**src/rtl/seqdet_rr_scheduler.sv**
```systemverilog
// One "101" overlapping Moore detector time-shared across NCH serial channels.
// A round-robin arbiter grants one channel per cycle and advances its saved state context.
module seqdet_rr_scheduler #(
  parameter int NCH  = 4,
  parameter int CNTW = 8,
  parameter int CHW  = $clog2(NCH)
) (
  input  logic                clk,
  input  logic                areset,
  input  logic [NCH-1:0]      in_valid,
  input  logic [NCH-1:0]      in_bit,
  output logic [NCH-1:0]      in_ready,
  input  logic [NCH-1:0]      ch_clear,
  output logic                match_valid,
  output logic [CHW-1:0]      match_ch,
  output logic [NCH-1:0]      ch_out,
  output logic [NCH*CNTW-1:0] hit_cnt
);

  typedef enum logic [1:0] {
    ST_A = 2'd0,
    ST_B = 2'd1,
    ST_C = 2'd2,
    ST_D = 2'd3
  } state_t;

  localparam logic [CNTW-1:0] CNT_MAX = '1;

  state_t          ctx [NCH];
  logic [CNTW-1:0] cnt [NCH];
  logic [CHW-1:0]  ptr;

  logic [NCH-1:0]  eligible;
  logic [CHW-1:0]  cand;
  logic            grant_any;
  logic [CHW-1:0]  grant_idx;
  state_t          grant_next;

  function automatic state_t next_state(input state_t s, input logic b);
    case (s)
      ST_A:    return b ? ST_B : ST_A;
      ST_B:    return b ? ST_B : ST_C;
      ST_C:    return b ? ST_D : ST_A;
      default: return b ? ST_B : ST_C;
    endcase
  endfunction

  // A cleared channel is never granted, and nothing is accepted while reset is held.
  assign eligible = in_valid & ~ch_clear & {NCH{~areset}};

  always_comb begin
    // NOTE: every signal written here gets a default first, so no latch is inferred.
    grant_any = 1'b0;
    grant_idx = '0;
    cand      = '0;
    in_ready  = '0;
    for (int k = 1; k <= NCH; k++) begin
      cand = CHW'((int'(ptr) + k) % NCH);
      if (!grant_any && eligible[cand]) begin
        grant_any = 1'b1;
        grant_idx = cand;
      end
    end
    if (grant_any) in_ready[grant_idx] = 1'b1;
  end

  assign grant_next = next_state(ctx[grant_idx], in_bit[grant_idx]);

  always_ff @(posedge clk or posedge areset) begin
    if (areset) begin
      // NOTE: the context and counter arrays are a handful of flops, so they take the
      // async reset directly rather than being treated as an unreset memory.
      ptr         <= CHW'(NCH - 1);
      match_valid <= 1'b0;
      match_ch    <= '0;
      for (int i = 0; i < NCH; i++) begin
        ctx[i] <= ST_A;
        cnt[i] <= '0;
      end
    end else begin
      match_valid <= 1'b0;
      if (grant_any) begin
        ptr            <= grant_idx;
        ctx[grant_idx] <= grant_next;
        if (grant_next == ST_D) begin
          match_valid <= 1'b1;
          match_ch    <= grant_idx;
          if (cnt[grant_idx] != CNT_MAX) cnt[grant_idx] <= cnt[grant_idx] + CNTW'(1);
        end
      end
      for (int i = 0; i < NCH; i++) begin
        if (ch_clear[i]) begin
          ctx[i] <= ST_A;
          cnt[i] <= '0;
        end
      end
    end
  end

  always_comb begin
    ch_out  = '0;
    hit_cnt = '0;
    for (int i = 0; i < NCH; i++) begin
      ch_out[i]                 = (ctx[i] == ST_D);
      hit_cnt[i*CNTW +: CNTW]   = cnt[i];
    end
  end

endmodule

```
**config.mk**
```make
export PLATFORM = sky130hd
export DESIGN_NAME = seqdet_rr_scheduler
export DESIGN_NICKNAME = d
export VERILOG_FILES = /design/src/rtl/seqdet_rr_scheduler.sv
export SDC_FILE = /design/constraint.sdc
export NUM_CORES = 1
export LEC_CHECK = 0
export ABC_AREA = 0
export CAP_MARGIN = 20
export CELL_PAD_IN_SITES_DETAIL_PLACEMENT = 1
export CELL_PAD_IN_SITES_GLOBAL_PLACEMENT = 1
export CORE_UTILIZATION = 35
export DETAILED_ROUTE_END_ITERATION = 6
export HOLD_SLACK_MARGIN = 0.05
export PLACE_DENSITY_LB_ADDON = 0.2
export SLEW_MARGIN = 15
export SYNTH_ARGS = -nofsm -noshare
export SYNTH_HDL_FRONTEND = slang
export SYNTH_SLANG_ARGS = --single-unit
```
**constraint.sdc**
```tcl
create_clock -name clk -period 5 [get_ports clk]
set_input_delay 1.5 -clock clk [delete_from_list [all_inputs] [get_ports clk]]
set_output_delay 1.5 -clock clk [all_outputs]
set_load 0.005 [all_outputs]
```
=== Yosys cells after proc, flatten, opt, wreduce, memory -nomap -nowiden ===
Index checks and enable logic that the tools add are counted.

* Add/sub/neg operators: 5
* Multipliers: 0
* Div/mod/pow operators: 0
* Magnitude comparators: 8
* Equal/unequal tests: 7
* Shift-type cells: 0
* Multiplexer cells: 51
* Bitwise gates (word level): 5
* Reductions and logical operators: 26

{| class="wikitable"
|+ Operators with widths
! operator !! count
|-
| 32-bit two-way mux || 3
|-
| 8-bit two-way mux || 8
|-
| 32-bit bitwise mux || 1
|-
| 2-bit two-way mux || 13
|-
| 2-bit nonzero test || 12
|-
| 8-bit binary-select mux with 2-bit select || 1
|-
| 8-bit demux with 2-bit select || 1
|-
| 2-bit by 3-bit < comparator with 1-bit output (second input constant) || 5
|-
| 1-bit two-way mux || 13
|-
| 2-bit == test (second input constant) || 6
|-
| 3-bit AND reduction || 4
|-
| 1-bit binary-select mux with 2-bit select || 5
|-
| 8-bit by 1-bit adder with 8-bit output (second input constant) || 1
|-
| 4-bit AND || 2
|-
| 8-bit bitwise mux || 1
|-
| 8-bit != test (second input constant) || 1
|-
| 1-bit logical AND || 5
|-
| 2-bit by 1-bit adder with 2-bit output (second input constant) || 2
|-
| 2-bit adder (second input constant) || 2
|-
| 2-bit binary-select mux with 2-bit select || 1
|-
| 2-bit demux with 2-bit select || 1
|-
| 4-bit two-way mux || 1
|-
| 4-bit inverter || 1
|-
| 2-bit one-hot mux with 2 select lines || 1
|-
| 9 further kinds || 11
|}

* Register bits after elaboration: 45
* Bits in latches: 0
* RAM bits: 0
* ROM bits: 0
* Logic and storage cells: 113
* Memories kept: 0

=== Depth between registers and ports, before layout ===
* Depth after elaboration: 25
* Mapped depth: 15

=== Worst setup path after synthesis ===
OpenSTA, ideal clock, no wires.

* Path kind: input-to-output
* Start: input port areset
* End: output port in_ready[0]
* Arrival time: 3690 ps
* Path slack: -190 ps
* Cell stages on the path: 6
* Path buffers: 2
* Path through: inv_1 -> o2111a_2 -> nand2b_4 -> clkbuf_1 -> and3_1 -> clkbuf_1

* Cells in the longest elaborated chain, start to end: 19
* Elaborated cells on any way between the ends: 30

{| class="wikitable"
|+ Ends and longest elaborated chain
! item !! line !! text
|-
| start, declared || 9 || <nowiki>input logic areset,</nowiki>
|-
| 1-bit inverter * || 49 || <nowiki>assign eligible = in_valid & ~ch_clear & {NCH{~areset}};</nowiki>
|-
| 4-bit AND * || 49 ||
|-
| 1-bit binary-select mux with 2-bit select || 59 || <nowiki>if (!grant_any && eligible[cand]) begin</nowiki>
|-
| 1-bit two-way mux (not written as such) || 59 ||
|-
| 1-bit two-way mux || 59 ||
|-
| 1-bit logical NOT || 59 ||
|-
| 1-bit logical AND || 59 ||
|-
| 1-bit two-way mux || 59 ||
|-
| [3 not listed] || - ||
|-
| 1-bit logical NOT || 59 ||
|-
| 1-bit logical AND || 59 ||
|-
| 2-bit two-way mux || 59 ||
|-
| 2-bit by 3-bit < comparator with 1-bit output (not written as such) or 2-bit by 1-bit greater-or-equal comparator with 1-bit output (tied branches) || 64 || <nowiki>if (grant_any) in_ready[grant_idx] = 1'b1;</nowiki>
|-
| 1-bit logical AND (not written as such) || 64 ||
|-
| 1-bit two-way mux (not written as such) || 64 ||
|-
| 1-bit demux with 2-bit select || 64 ||
|-
| 4-bit two-way mux * || 64 ||
|-
| end, declared || 12 || <nowiki>output logic [NCH-1:0] in_ready,</nowiki>
|}

Mark *: on every way between the ends. The rest lies on a longest branch, timed or not. The select of a mux whose other input is x is not followed.

=== Worst setup path after layout ===
* Start: input port ch_clear[1]
* End: output port in_ready[2]

* Cells in the longest elaborated chain, start to end: 20
* Elaborated cells on any way between the ends: 31

{| class="wikitable"
|+ Ends and longest elaborated chain
! item !! line !! text
|-
| start, declared || 13 || <nowiki>input logic [NCH-1:0] ch_clear,</nowiki>
|-
| 4-bit inverter * || 49 ||
|-
| 4-bit AND * (2 in a row) || 49 ||
|-
| 1-bit binary-select mux with 2-bit select || 59 ||
|-
| 1-bit two-way mux (not written as such) || 59 ||
|-
| 1-bit two-way mux || 59 ||
|-
| 1-bit logical NOT || 59 ||
|-
| 1-bit logical AND || 59 ||
|-
| 1-bit two-way mux || 59 ||
|-
| [3 not listed] || - ||
|-
| 1-bit logical NOT || 59 ||
|-
| 1-bit logical AND || 59 ||
|-
| 2-bit two-way mux || 59 ||
|-
| 2-bit by 3-bit < comparator with 1-bit output (not written as such) or 2-bit by 1-bit greater-or-equal comparator with 1-bit output (tied branches) || 64 ||
|-
| 1-bit logical AND (not written as such) || 64 ||
|-
| 1-bit two-way mux (not written as such) || 64 ||
|-
| 1-bit demux with 2-bit select || 64 ||
|-
| 4-bit two-way mux * || 64 ||
|}

Marks and branches as above.

==> impl_results.rst <==
.. list-table::
   :header-rows: 1

   * - Metric
     - Value
   * - Most common cell in the synthesized netlist
     - dfrtp_1
   * - Total global routing track utilization
     - 0.241
   * - Final count of negative-setup-slack endpoints
     - 0
   * - Netlist cell types
     - 55
   * - Worst reg-to-reg setup slack
     - 1.59 ns
   * - Int Power
     - 0.000617 W
   * - Critical Path RT
     - 3.50 ns
   * - Worst max-slew margin expressed relative to the limit
     - 0.659
   * - List of most frequent post-synthesis cells
     - 43 x dfrtp_1, 33 x nand2_1, 26 x nand3_1
   * - Number of endpoints with negative hold slack in the final report
     - 0
   * - Kind of launch point of the worst setup path
     - input port
   * - Setup fix buffers added after clock tree synthesis
     - 0
   * - Post-Place Setup Slack
     - -0.0988 ns
   * - Number of search-and-repair iterations in the first detailed-routing pass
     - 4
   * - Share of layout cells above drive strength 1
     - 0.153
   * - I/O Pins
     - 57
   * - Part of the power in combinational logic
     - 0.219
   * - Total Die Area
     - approximately 8000 um2
   * - Leakage power
     - 1.49 nW
   * - Buffers plus inverters on the worst setup path
     - 3
   * - Total number of vias
     - between 2000 and 3000
   * - HP Class
     - reg2reg
   * - Overall power consumption
     - 0.000863 W
   * - Run status
     - completed
   * - Initial Utilization
     - 0.363
   * - Post-Syn Nets
     - 298
   * - Number of DRC violations after detailed-routing iteration 0
     - 111
   * - Clock sink count
     - 45
   * - Family of cells with the greatest summed delay on the critical path
     - buffers and inverters
   * - Leading register cell type out of synthesis
     - dfrtp_1
   * - Area overhead of the layout relative to synthesis
     - 35.6%
   * - Number of buffers added on ports
     - 56
   * - Number of nets in the finished design
     - 375
   * - Routed wire length
     - 8.75 mm
   * - Largest cells by area after synthesis
     - dfrtp_1 41%, mux2i_1 5.3%, nand3_1 4.9%
   * - Number of buffers created by CTS
     - 5
   * - Half-perimeter wire length of the detailed placement result
     - 6.59 mm
   * - Remaining global-route overflow
     - 0
   * - CTS root buffer
     - clkbuf_8
   * - Yosys warns
     - 0
   * - Setup repair after global routing missed its margin
     - yes
   * - Row Count
     - 31
   * - Pin count of the biggest net entering global routing
     - 35
   * - Via count of the first global-routing pass
     - 2708
   * - Width of the die
     - 89.0 um
   * - Quantity of hold-fixing buffers added after cts
     - 0
   * - Vias per inst
     - 5.63
   * - Count of state elements after synthesis
     - 45
   * - Filler instances
     - 855
   * - Maximum fanout count along the critical path
     - 4
   * - Instance count of the mapped netlist
     - between 200 and 300
   * - Overall die height
     - roughly 90 um
   * - Clock tree from TritonCTS
     - built
   * - Clock edge transition at the registers on the reported setup and hold paths
     - roughly 0.080 ns
   * - Number of antenna violations at the first check in global routing
     - 0
   * - Worst Setup Slack, final
     - 0.0833 ns
   * - Power per cell area
     - roughly 240 nW/um2
   * - Crit path time final
     - about 5 ns
   * - Post-synth ARST share
     - 1.00
   * - Routability Congestion
     - 0.865
   * - Antenna Nets Post-Route
     - 0
   * - Pins over their slew limit
     - 0
   * - Core region area
     - 7290 um2
   * - Fraction of the yosys area taken by sequential cells
     - 0.426
   * - First-pass GRT wire length
     - between 10 and 15 mm
   * - Top cell type's share of synthesized area
     - 0.406
   * - Critical path's slowest cell
     - clkdlybuf4s50_1
   * - Synth Area per Inst
     - roughly 9.4 um2
   * - Post-Syn Area
     - 2650 um2
   * - List of cells traversed by the critical path
     - clkdlybuf4s50_1 -> nor2b_2 -> maj3_2 -> o2111ai_2 -> nand2_1 -> inv_1 -> clkdlybuf4s50_1
   * - H-tree Lvls
     - 2
   * - Final core utilization
     - 0.493
   * - Post-synth EDFFs
     - 0
   * - Leading area contributor after synthesis
     - dfrtp_1
   * - Clock network fraction of total power
     - 0.313
   * - Worst VDD drop
     - 0.000109 V
   * - Net Sw Power
     - 0.000246 W
   * - Seq pwr share
     - 0.468
   * - Peak clock frequency supported by timing
     - 203 MHz
   * - Switch share
     - 0.285
   * - Number of buffers between clock root and the deepest sink
     - 2
   * - Slowest stage delay, CP
     - 0.51 ns
   * - Final antenna diode count
     - 0
   * - Clock latency on the worst-skew pair
     - 0.30 ns
   * - Top cell by count, worst path
     - clkdlybuf4s50_1
   * - Total DRC errors in the routed layout
     - 0
   * - Routed len/inst
     - 19.1 um
   * - Final hold slack
     - a little over 0.5 ns
   * - Startpoint-to-endpoint class of the critical path
     - in2out
   * - Worst slew pin tran
     - 0.497 ns
   * - Final worst clock skew
     - 0.00719 ns
   * - Arr. time, crit path
     - 3.42 ns
   * - Crit path capture type
     - primary output
   * - Max_cap viols
     - 0
   * - Final clock period utilization by the worst path
     - 0.983
==> final timing paths <==
check                                              from                 endpoint  cells past startpoint
worst max register to register       ptr[0]$_DFFE_PP1P_  hit_cnt[29]$_DFFE_PP0P_                     15
min in group asynchronous                        areset       ctx[6]$_DFFE_PP0P_                      3
worst min-delay path            match_ch[1]$_DFFE_PP0P_  match_ch[1]$_DFFE_PP0P_                      2
worst max-delay path                        ch_clear[1]              in_ready[2]                      7
worst min register to register  match_ch[1]$_DFFE_PP0P_  match_ch[1]$_DFFE_PP0P_                      2
max in group asynchronous                        areset       ptr[0]$_DFFE_PP1P_                      3
==> tightest hold or removal path, delay by kind of cell, from the launching register on <==
kind,cells,cell delay [ns]
compound gates,1,0.07
flops,1,0.36
simple gates,1,0.05
==> registers in the layout, indices dropped and copies added (netlist names) <==
register,count
ptr,2
match_ch,2
hit_cnt,32
ctx,8
match_valid,1
==> logic make-up after synthesis <==
logic type	Yosys count	share of synthesized area
muxes	16	0.0656
DFF	45	0.426
and+or+nand+nor	109	0.214
buffers and inverters	24	0.0434
xor gates and xnor gates	5	0.0165
AOI/OAI and AO/OA	82	0.225
adders and majority gates	2	0.00897
==> power groups by stage <==
stage | Sequential (W) | Clock (W) | Combinational, W
after floorplan | 0.000406 | 0 | 0.000104
after global placement | 0.000410 | 0 | 0.000185
after detailed placement | 0.000411 | 0 | 0.000189
after CTS | 0.000404 | 0.000277 | 0.000190
after global routing | 0.000407 | 0.000290 | 0.000208
final | 0.000404 | 0.000270 | 0.000189
==> cell usage in the layout, fill, tap and decap left out, drive strengths merged, types with 3 or more instances in the layout <==
cell,count
clkbuf,5
a31oi,3
nand2,33
nand2b,5
clkinv,4
buf,27
a21oi,11
a22o,6
nand3,26
nor2,11
inv,7
a21o,3
mux2i,14
o21ai,37
nor3,3
a32o,3
clkdlybuf4s50,56
and3,7
dfrtp,43
xnor2,3
nand4,5
a311o,3
and2,6
nand3b,8
==> per-stage QoR <==
stage	TNS [ns]	std cells	instance area, um2
floorplan	0	283	2650
global placement	0	452	3480
detailed placement	-0.169	452	3480
CTS	0	459	3590
global route	-0.0126	459	3590
finish	0	459	3590
==> final cells by class <==
type                            instances  area, um2  area share
Tap cell                               99        124      0.0345
Clock inverter                          2       35.0     0.00975
Timing Repair Buffer                   83        776       0.216
Sequential cell                        45       1130       0.314
Inverter                               11       45.0      0.0125
Clock buffer                            5       68.8      0.0192
Multi-Input combinational cell        214       1420       0.394
==> repair_timing <==
item / in CTS / in global routing
gates cloned: 0 / 0
resized for setup: 2 / 2
setup endpoints to repair: 2 / 3
==> metal layers <==
layer | GRT usage | share of wire
met3 | 0.0360 | 0.046
met1 | 0.324 | 0.45
met5 | 0 | 0
met2 | 0.414 | 0.49
met4 | 0.0491 | 0.0094
Power figures use the tool's default switching activity.
